==> src/rtl/rr_arbiter_16.sv <==
// Round-robin arbiter for 16 requesters with a registered winner index and a
// decoded one-hot grant. Optional hold timeout enabled by RR_ARB_TIMEOUT_EN.
module rr_arbiter_16 #(
    parameter int HOLD_MAX = 8
) (
    input  logic        clk,
    input  logic        reset,
    input  logic [15:0] req,
    output logic [15:0] gnt,
    output logic [3:0]  gnt_idx,
    output logic        gnt_valid,
    output logic        preempt
);

    typedef enum logic {IDLE, GRANT} state_e;

    typedef struct packed {
        logic       found;
        logic [3:0] idx;
    } pick_t;

    if (HOLD_MAX < 2 || HOLD_MAX > 255) begin : g_bad_hold_max
        $error("rr_arbiter_16: HOLD_MAX must be in 2..255");
    end

    // First set bit of r, scanning upward from start and wrapping 15 -> 0.
    function automatic pick_t find_next(logic [15:0] r, logic [3:0] start);
        pick_t      p;
        logic [3:0] idx;
        p = '0;
        for (int i = 0; i < 16; i++) begin
            idx = start + 4'(i);
            if (r[idx] && !p.found) begin
                p.found = 1'b1;
                p.idx   = idx;
            end
        end
        return p;
    endfunction

    state_e     state_q, state_d;
    logic [3:0] ptr_q, ptr_d;
    logic [3:0] gnt_idx_q, gnt_idx_d;
    logic       gnt_valid_q, gnt_valid_d;
    logic       preempt_q, preempt_d;

    pick_t      idle_pick;
    pick_t      next_pick;
    logic [3:0] after_holder;

`ifdef RR_ARB_TIMEOUT_EN
    localparam logic [7:0] HCNT_LAST = 8'(HOLD_MAX - 1);
    logic [7:0] hcnt_q, hcnt_d;
`endif

    assign after_holder = gnt_idx_q + 4'd1;
    assign idle_pick    = find_next(req, ptr_q);
    // The holder's own bit is masked so a forced rotation never re-picks it.
    assign next_pick    = find_next(req & ~(16'd1 << gnt_idx_q), after_holder);

    always_comb begin
        // NOTE: every signal written here gets a default first, so no path can infer a latch.
        state_d     = state_q;
        ptr_d       = ptr_q;
        gnt_idx_d   = gnt_idx_q;
        gnt_valid_d = gnt_valid_q;
        preempt_d   = 1'b0;
`ifdef RR_ARB_TIMEOUT_EN
        hcnt_d      = hcnt_q;
`endif

        case (state_q)
            IDLE: begin
                if (idle_pick.found) begin
                    state_d     = GRANT;
                    gnt_idx_d   = idle_pick.idx;
                    gnt_valid_d = 1'b1;
`ifdef RR_ARB_TIMEOUT_EN
                    hcnt_d      = '0;
`endif
                end
            end

            GRANT: begin
                if (!req[gnt_idx_q]) begin
                    ptr_d = after_holder;
                    if (next_pick.found) begin
                        gnt_idx_d = next_pick.idx;
                    end else begin
                        state_d     = IDLE;
                        gnt_valid_d = 1'b0;
                    end
`ifdef RR_ARB_TIMEOUT_EN
                    hcnt_d = '0;
`endif
                end else begin
`ifdef RR_ARB_TIMEOUT_EN
                    if (hcnt_q == HCNT_LAST) begin
                        // Rotate only when someone else is waiting; otherwise hcnt stays saturated.
                        if (next_pick.found) begin
                            gnt_idx_d = next_pick.idx;
                            ptr_d     = after_holder;
                            preempt_d = 1'b1;
                            hcnt_d    = '0;
                        end
                    end else begin
                        hcnt_d = hcnt_q + 8'd1;
                    end
`endif
                end
            end

            default: begin
                state_d     = IDLE;
                gnt_valid_d = 1'b0;
            end
        endcase
    end

    always_ff @(posedge clk) begin
        // NOTE: sequential state uses non-blocking assignments so all flops update together at the edge.
        if (reset) begin
            state_q     <= IDLE;
            ptr_q       <= '0;
            gnt_idx_q   <= '0;
            gnt_valid_q <= 1'b0;
            preempt_q   <= 1'b0;
        end else begin
            state_q     <= state_d;
            ptr_q       <= ptr_d;
            gnt_idx_q   <= gnt_idx_d;
            gnt_valid_q <= gnt_valid_d;
            preempt_q   <= preempt_d;
        end
    end

`ifdef RR_ARB_TIMEOUT_EN
    always_ff @(posedge clk) begin
        if (reset) begin
            hcnt_q <= '0;
        end else begin
            hcnt_q <= hcnt_d;
        end
    end
`endif

    always_comb begin
        gnt = '0;
        if (gnt_valid_q) begin
            gnt[gnt_idx_q] = 1'b1;
        end
    end

    assign gnt_idx   = gnt_idx_q;
    assign gnt_valid = gnt_valid_q;
    assign preempt   = preempt_q;

endmodule

==> config.mk <==
export PLATFORM = sky130hd
export DESIGN_NAME = rr_arbiter_16
export DESIGN_NICKNAME = d
export VERILOG_FILES = /design/src/rtl/rr_arbiter_16.sv
export SDC_FILE = /design/constraint.sdc
export NUM_CORES = 1
export LEC_CHECK = 0
export ABC_CLOCK_PERIOD_IN_PS = 6100
export BUFFER_PORTS_ARGS = -buffer_cell sky130_fd_sc_hd__buf_2
export CORE_MARGIN = 2
export CORE_UTILIZATION = 40
export CTS_BUF_LIST = sky130_fd_sc_hd__clkbuf_8
export DETAILED_ROUTE_END_ITERATION = 6
export HOLD_SLACK_MARGIN = 0.1
export SYNTH_ARGS = -nofsm -noshare
export SYNTH_HDL_FRONTEND = slang
export SYNTH_SLANG_ARGS = --single-unit
==> constraint.sdc <==
create_clock -name clk -period 6.1 [get_ports clk]
set_input_delay 1.22 -clock clk [delete_from_list [all_inputs] [get_ports clk]]
set_output_delay 1.22 -clock clk [all_outputs]
set_load 0.02 [all_outputs]
==> insert_results.sql <==
INSERT INTO impl_metrics (metric_group, metric, value, unit) VALUES
('run_status', 'run_status', 'completed', ''),
('die', 'die_area', '0.0156', 'mm²'),
('yosys', 'mappedNetlistNets', '782', ''),
('sta', 'setup_viol', '0', ''),
('routing', 'route.vias.total', '6548', ''),
('die', 'initial_core_util', '0.406', ''),
('sta', 'rsz_0062_raised_after_global_routing', 'no', ''),
('critical_path', 'worstPathMaxFanout', '29', ''),
('yosys', 'yosysTopAreaCell', 'sky130_fd_sc_hd__mux4_2', ''),
('critical_path', 'worstSetupStartpointType', 'flop', ''),
('yosys', 'yosys-top-cells-area', 'sky130_fd_sc_hd__mux4_2 (20%), sky130_fd_sc_hd__mux2i_1 (6.3%), sky130_fd_sc_hd__ha_1 (4.9%)', ''),
('sta', 'fin_skew', '0.0104', 'ns'),
('routing', 'route.layer.met1.wl', '8.79', 'mm'),
('sta', 'hold_viol', '0', ''),
('critical_path', 'reg2reg_to', 'gnt_idx[0]', ''),
('routing', 'drt_first_pass_iters', '5', ''),
('yosys', 'syn_area', '0.00585', 'mm²'),
('critical_path', 'cp-end-kind', 'flop', ''),
('min_path', 'min_delay_worst_endpoint', 'ptr_q[0]', ''),
('yosys', 'synth_enable_flop_cells', '0', ''),
('global_route', 'grt_util_all_layers', '0.273', ''),
('clock_network', 'postCtsResizedCells', '0', ''),
('die', 'ioPinCount', '40', ''),
('sta', 'timing.fmax', '187', 'MHz'),
('die', 'design.core.area', '0.0144', 'mm²'),
('cells_and_area', 'finalNetCount', '779', ''),
('routing', 'highest_metal_layer_used_by_the_detailed_router', 'met4', ''),
('clock_network', 'htree_num_levels', '1', ''),
('yosys', 'synth_sequential_area_ratio', '0.0342', ''),
('routing', 'final_antenna_net_count', '0', ''),
('routing', 'met3_wire_length', '1.95', 'mm'),
('clock_network', 'tritoncts', 'yes', ''),
('yosys', 'yosys_register_bits', '10', ''),
('critical_path', 'worstPathArrival', '5.44', 'ns'),
('routing', 'drt_first_iter_violations', '842', ''),
('routing', 'drt_wl_total', '22.3', 'mm'),
('yosys', 'post_synth_inst_count', '741', ''),
('min_path', 'holdCritStartpoint', 'ptr_q[0]', ''),
('yosys', 'synth.top_cell.area_share', '0.200', ''),
('critical_path', 'path_class', 'flop to flop', ''),
('critical_path', 'timing.reg2reg.worst_path_depth', '13', ''),
('die', 'die_height', '125', 'µm'),
('min_path', 'kind_of_path_behind_the_tightest_hold_check', 'flop to flop', ''),
('critical_path', 'reg_to_reg_critical_path_startpoint', 'gnt_idx[0]', ''),
('critical_path', 'reg2reg_setup_slack', '0.76', 'ns'),
('clock_network', 'cts_num_sinks', '10', ''),
('cells_and_area', 'final_layout_size_suffix_gt1_frac', '0.199', ''),
('sta', 'final.period_utilization', '0.876', ''),
('sta', 'max_slew_margin', '0.336', ''),
('sta', 'worstMarginPinSlew', '0.993', 'ns'),
('routing', 'detailroute.wirelength.met2', '10.5', 'mm'),
('clock_network', 'ctsRootBufferMaster', 'sky130_fd_sc_hd__clkbuf_8', ''),
('sta', 'final.setup.tns', '0', 'ns'),
('clock_network', 'clk_transition_reported_paths', '0.06', 'ns'),
('yosys', 'async_reset_ff_frac', '0', ''),
('die', 'fp-row-count', '44', ''),
('placement', 'io_buffer_count', '38', ''),
('global_route', 'antenna_violations_before_repair', '0', ''),
('global_route', 'vias_in_the_first_global_route', '6043', ''),
('routing', 'routed_via_density', '7.11', ''),
('clock_network', 'clk-insertion-delay-late', '0.25', 'ns'),
('clock_network', 'clockBufferDepth', '2', ''),
('min_path', 'hold_path_depth', '2', ''),
('clock_network', 'cts-buffers-inserted', '3', ''),
('critical_path', 'critical_path_required', '6.20', 'ns'),
('clock_network', 'cts_post_setup_buffers_inserted', '0', ''),
('placement', 'post-dp-hpwl', '16.8', 'mm'),
('routing', 'avgRoutedWirePerCell', '24.2', 'µm'),
('yosys', 'ys.flop_type', 'sky130_fd_sc_hd__dfxtp_1', ''),
('cells_and_area', 'area_growth', '5.56', '%'),
('yosys', 'ys_types', '85', ''),
('die', 'die_x', '125', 'µm'),
('sta', 'slew_viol_final', '0', ''),
('routing', 'post-route-drc-count', '0', ''),
('yosys', 'yosysWarnings', '0', ''),
('global_route', 'grt_overflow', '0', ''),
('yosys', 'post_synth.cell_area_avg', '7.89', 'µm²'),
('run', 'max_cap_violations', '0', ''),
('global_route', 'largest_net_degree_at_the_start_of_global_routing', '30', ''),
('global_route', 'grt_first_pass_wirelength', '34.5', 'mm'),
('cells_and_area', 'n_antenna_cell', '0', ''),
('clock_network', 'ctsHoldBuffers', '0', ''),
('sta', 'timing.final.crit_period', '5.34', 'ns'),
('placement', 'gpl.final_weighted_congestion', '1.02', '');
## cell usage after synthesis, drive strengths merged (4+ instances only)
| master | n |
|---|---|
| mux4 | 55 |
| nand2 | 55 |
| nor2 | 46 |
| clkbuf | 43 |
| o21ai | 42 |
| mux2i | 37 |
| a21oi | 35 |
| nand3 | 32 |
| inv | 31 |
| ha | 23 |
| and3 | 22 |
| buf | 20 |
| nand2b | 20 |
| a211oi | 18 |
| nor3 | 17 |
| o211ai | 15 |
| mux2 | 14 |
| nor2b | 14 |
| xnor2 | 14 |
| a31oi | 12 |
| o22ai | 12 |
| dfxtp | 10 |
| nand4 | 10 |
| o32ai | 10 |
| and2 | 9 |
| a221oi | 7 |
| and3b | 7 |
| or3 | 7 |
| a21boi | 6 |
| a22o | 6 |
| nand3b | 6 |
| a21o | 5 |
| nor3b | 5 |
| nor4 | 5 |
| or2 | 5 |
| xor2 | 5 |
| o31ai | 4 |
## stage by stage
stage                     setup WS (ns)  hold WS (ns)  utilization  std cells  area (µm²)
final                             0.755         0.716        0.428        921        6170
after detailed placement          0.925         0.700        0.424        917        6120
after CTS                         0.963         0.711        0.428        921        6170
after global placement            0.989         0.691        0.424        917        6120
after floorplan                   0.855         0.714            -        741        5850
after global routing              0.490         0.751        0.428        921        6170
## layout by cell type, fill, tap and decap left out, types with 6 or more instances in the layout
master / instances
sky130_fd_sc_hd__buf_2: 38
sky130_fd_sc_hd__ha_1: 23
sky130_fd_sc_hd__dfxtp_1: 9
sky130_fd_sc_hd__nand2_1: 55
sky130_fd_sc_hd__nor3_1: 15
sky130_fd_sc_hd__a31oi_1: 12
sky130_fd_sc_hd__mux2_2: 14
sky130_fd_sc_hd__mux4_2: 52
sky130_fd_sc_hd__a21oi_1: 35
sky130_fd_sc_hd__and2_1: 9
sky130_fd_sc_hd__xnor2_1: 14
sky130_fd_sc_hd__o211ai_1: 15
sky130_fd_sc_hd__and3_1: 22
sky130_fd_sc_hd__mux2i_1: 37
sky130_fd_sc_hd__o22ai_1: 12
sky130_fd_sc_hd__nand3b_1: 6
sky130_fd_sc_hd__a22o_1: 6
sky130_fd_sc_hd__nand3_1: 32
sky130_fd_sc_hd__nor2b_1: 14
sky130_fd_sc_hd__inv_1: 29
sky130_fd_sc_hd__and3b_1: 7
sky130_fd_sc_hd__or3_1: 7
sky130_fd_sc_hd__a211oi_1: 17
sky130_fd_sc_hd__nand2b_1: 20
sky130_fd_sc_hd__a221oi_1: 7
sky130_fd_sc_hd__buf_4: 17
sky130_fd_sc_hd__nand4_1: 10
sky130_fd_sc_hd__nor2_1: 46
sky130_fd_sc_hd__o32ai_1: 10
sky130_fd_sc_hd__o21ai_0: 41
## worst max path at each step
| stage | to | start | cells past startpoint |
|---|---|---|---|
| floorplan | gnt_idx[1] | ptr_q[1] | 16 |
| global placement | gnt_idx[0] | req[10] | 11 |
| detailed placement | gnt_idx[0] | req[10] | 11 |
| CTS | gnt_idx[0] | gnt_idx[0] | 13 |
| global route | gnt_idx[0] | gnt_idx[0] | 13 |
| finish | gnt_idx[0] | gnt_idx[0] | 13 |
## per-layer routing
layer  track usage  vias to the layer above
li1              -                     2892
met5             0                        -
met3        0.0378                       73
met4         0.108                        0
met1         0.356                     3171
met2         0.459                      412
## worst max-delay path, stage by stage (launching register included)
cell and delay, ns:
sky130_fd_sc_hd__dfxtp_2 0.66, sky130_fd_sc_hd__ha_1 0.35, sky130_fd_sc_hd__ha_1 0.28, sky130_fd_sc_hd__buf_4 0.23
sky130_fd_sc_hd__xor2_1 0.75, sky130_fd_sc_hd__mux4_2 0.44, sky130_fd_sc_hd__mux2i_1 0.36, sky130_fd_sc_hd__o211ai_1 0.26
sky130_fd_sc_hd__nor3_1 0.66, sky130_fd_sc_hd__nand2_1 0.28, sky130_fd_sc_hd__nor2_1 0.19, sky130_fd_sc_hd__a211oi_1 0.09
sky130_fd_sc_hd__a31o_1 0.23, sky130_fd_sc_hd__a221oi_1 0.40
## sequential cells by signal, indices dropped and copies added, names as in the netlist
signal     count
gnt_idx        4
ptr_q          4
gnt_valid      1
state_q        1
## cell families (layout without fill, tap and decap cells)
| group | Yosys count | after routing | synth area share |
|---|---|---|---|
| AO/OA/AOI/OAI | 214 | 214 | 0.255 |
| XOR/XNOR | 19 | 19 | 0.0284 |
| adder cells (fa/ha/maj) | 23 | 23 | 0.0492 |
| buffers and inverters | 95 | 91 | 0.0682 |
| flip-flops | 10 | 10 | 0.0342 |
| multiplexers | 106 | 106 | 0.304 |
| other | 1 | 1 | 0.000641 |
| AND/OR/NAND/NOR | 273 | 273 | 0.260 |
## cell type report
type / instances / area (µm²)
well taps: 184 / 230
inverters: 32 / 120
fillers: 1472 / 8250
flip-flops and latches: 10 / 201
clock buffers: 4 / 55.1
multi-input cells: 636 / 5250
repair buffers: 55 / 318
Power is left out: the tool's default activity adds up to more than one toggle a clock period on the data nets, which glitch-free logic cannot reach.
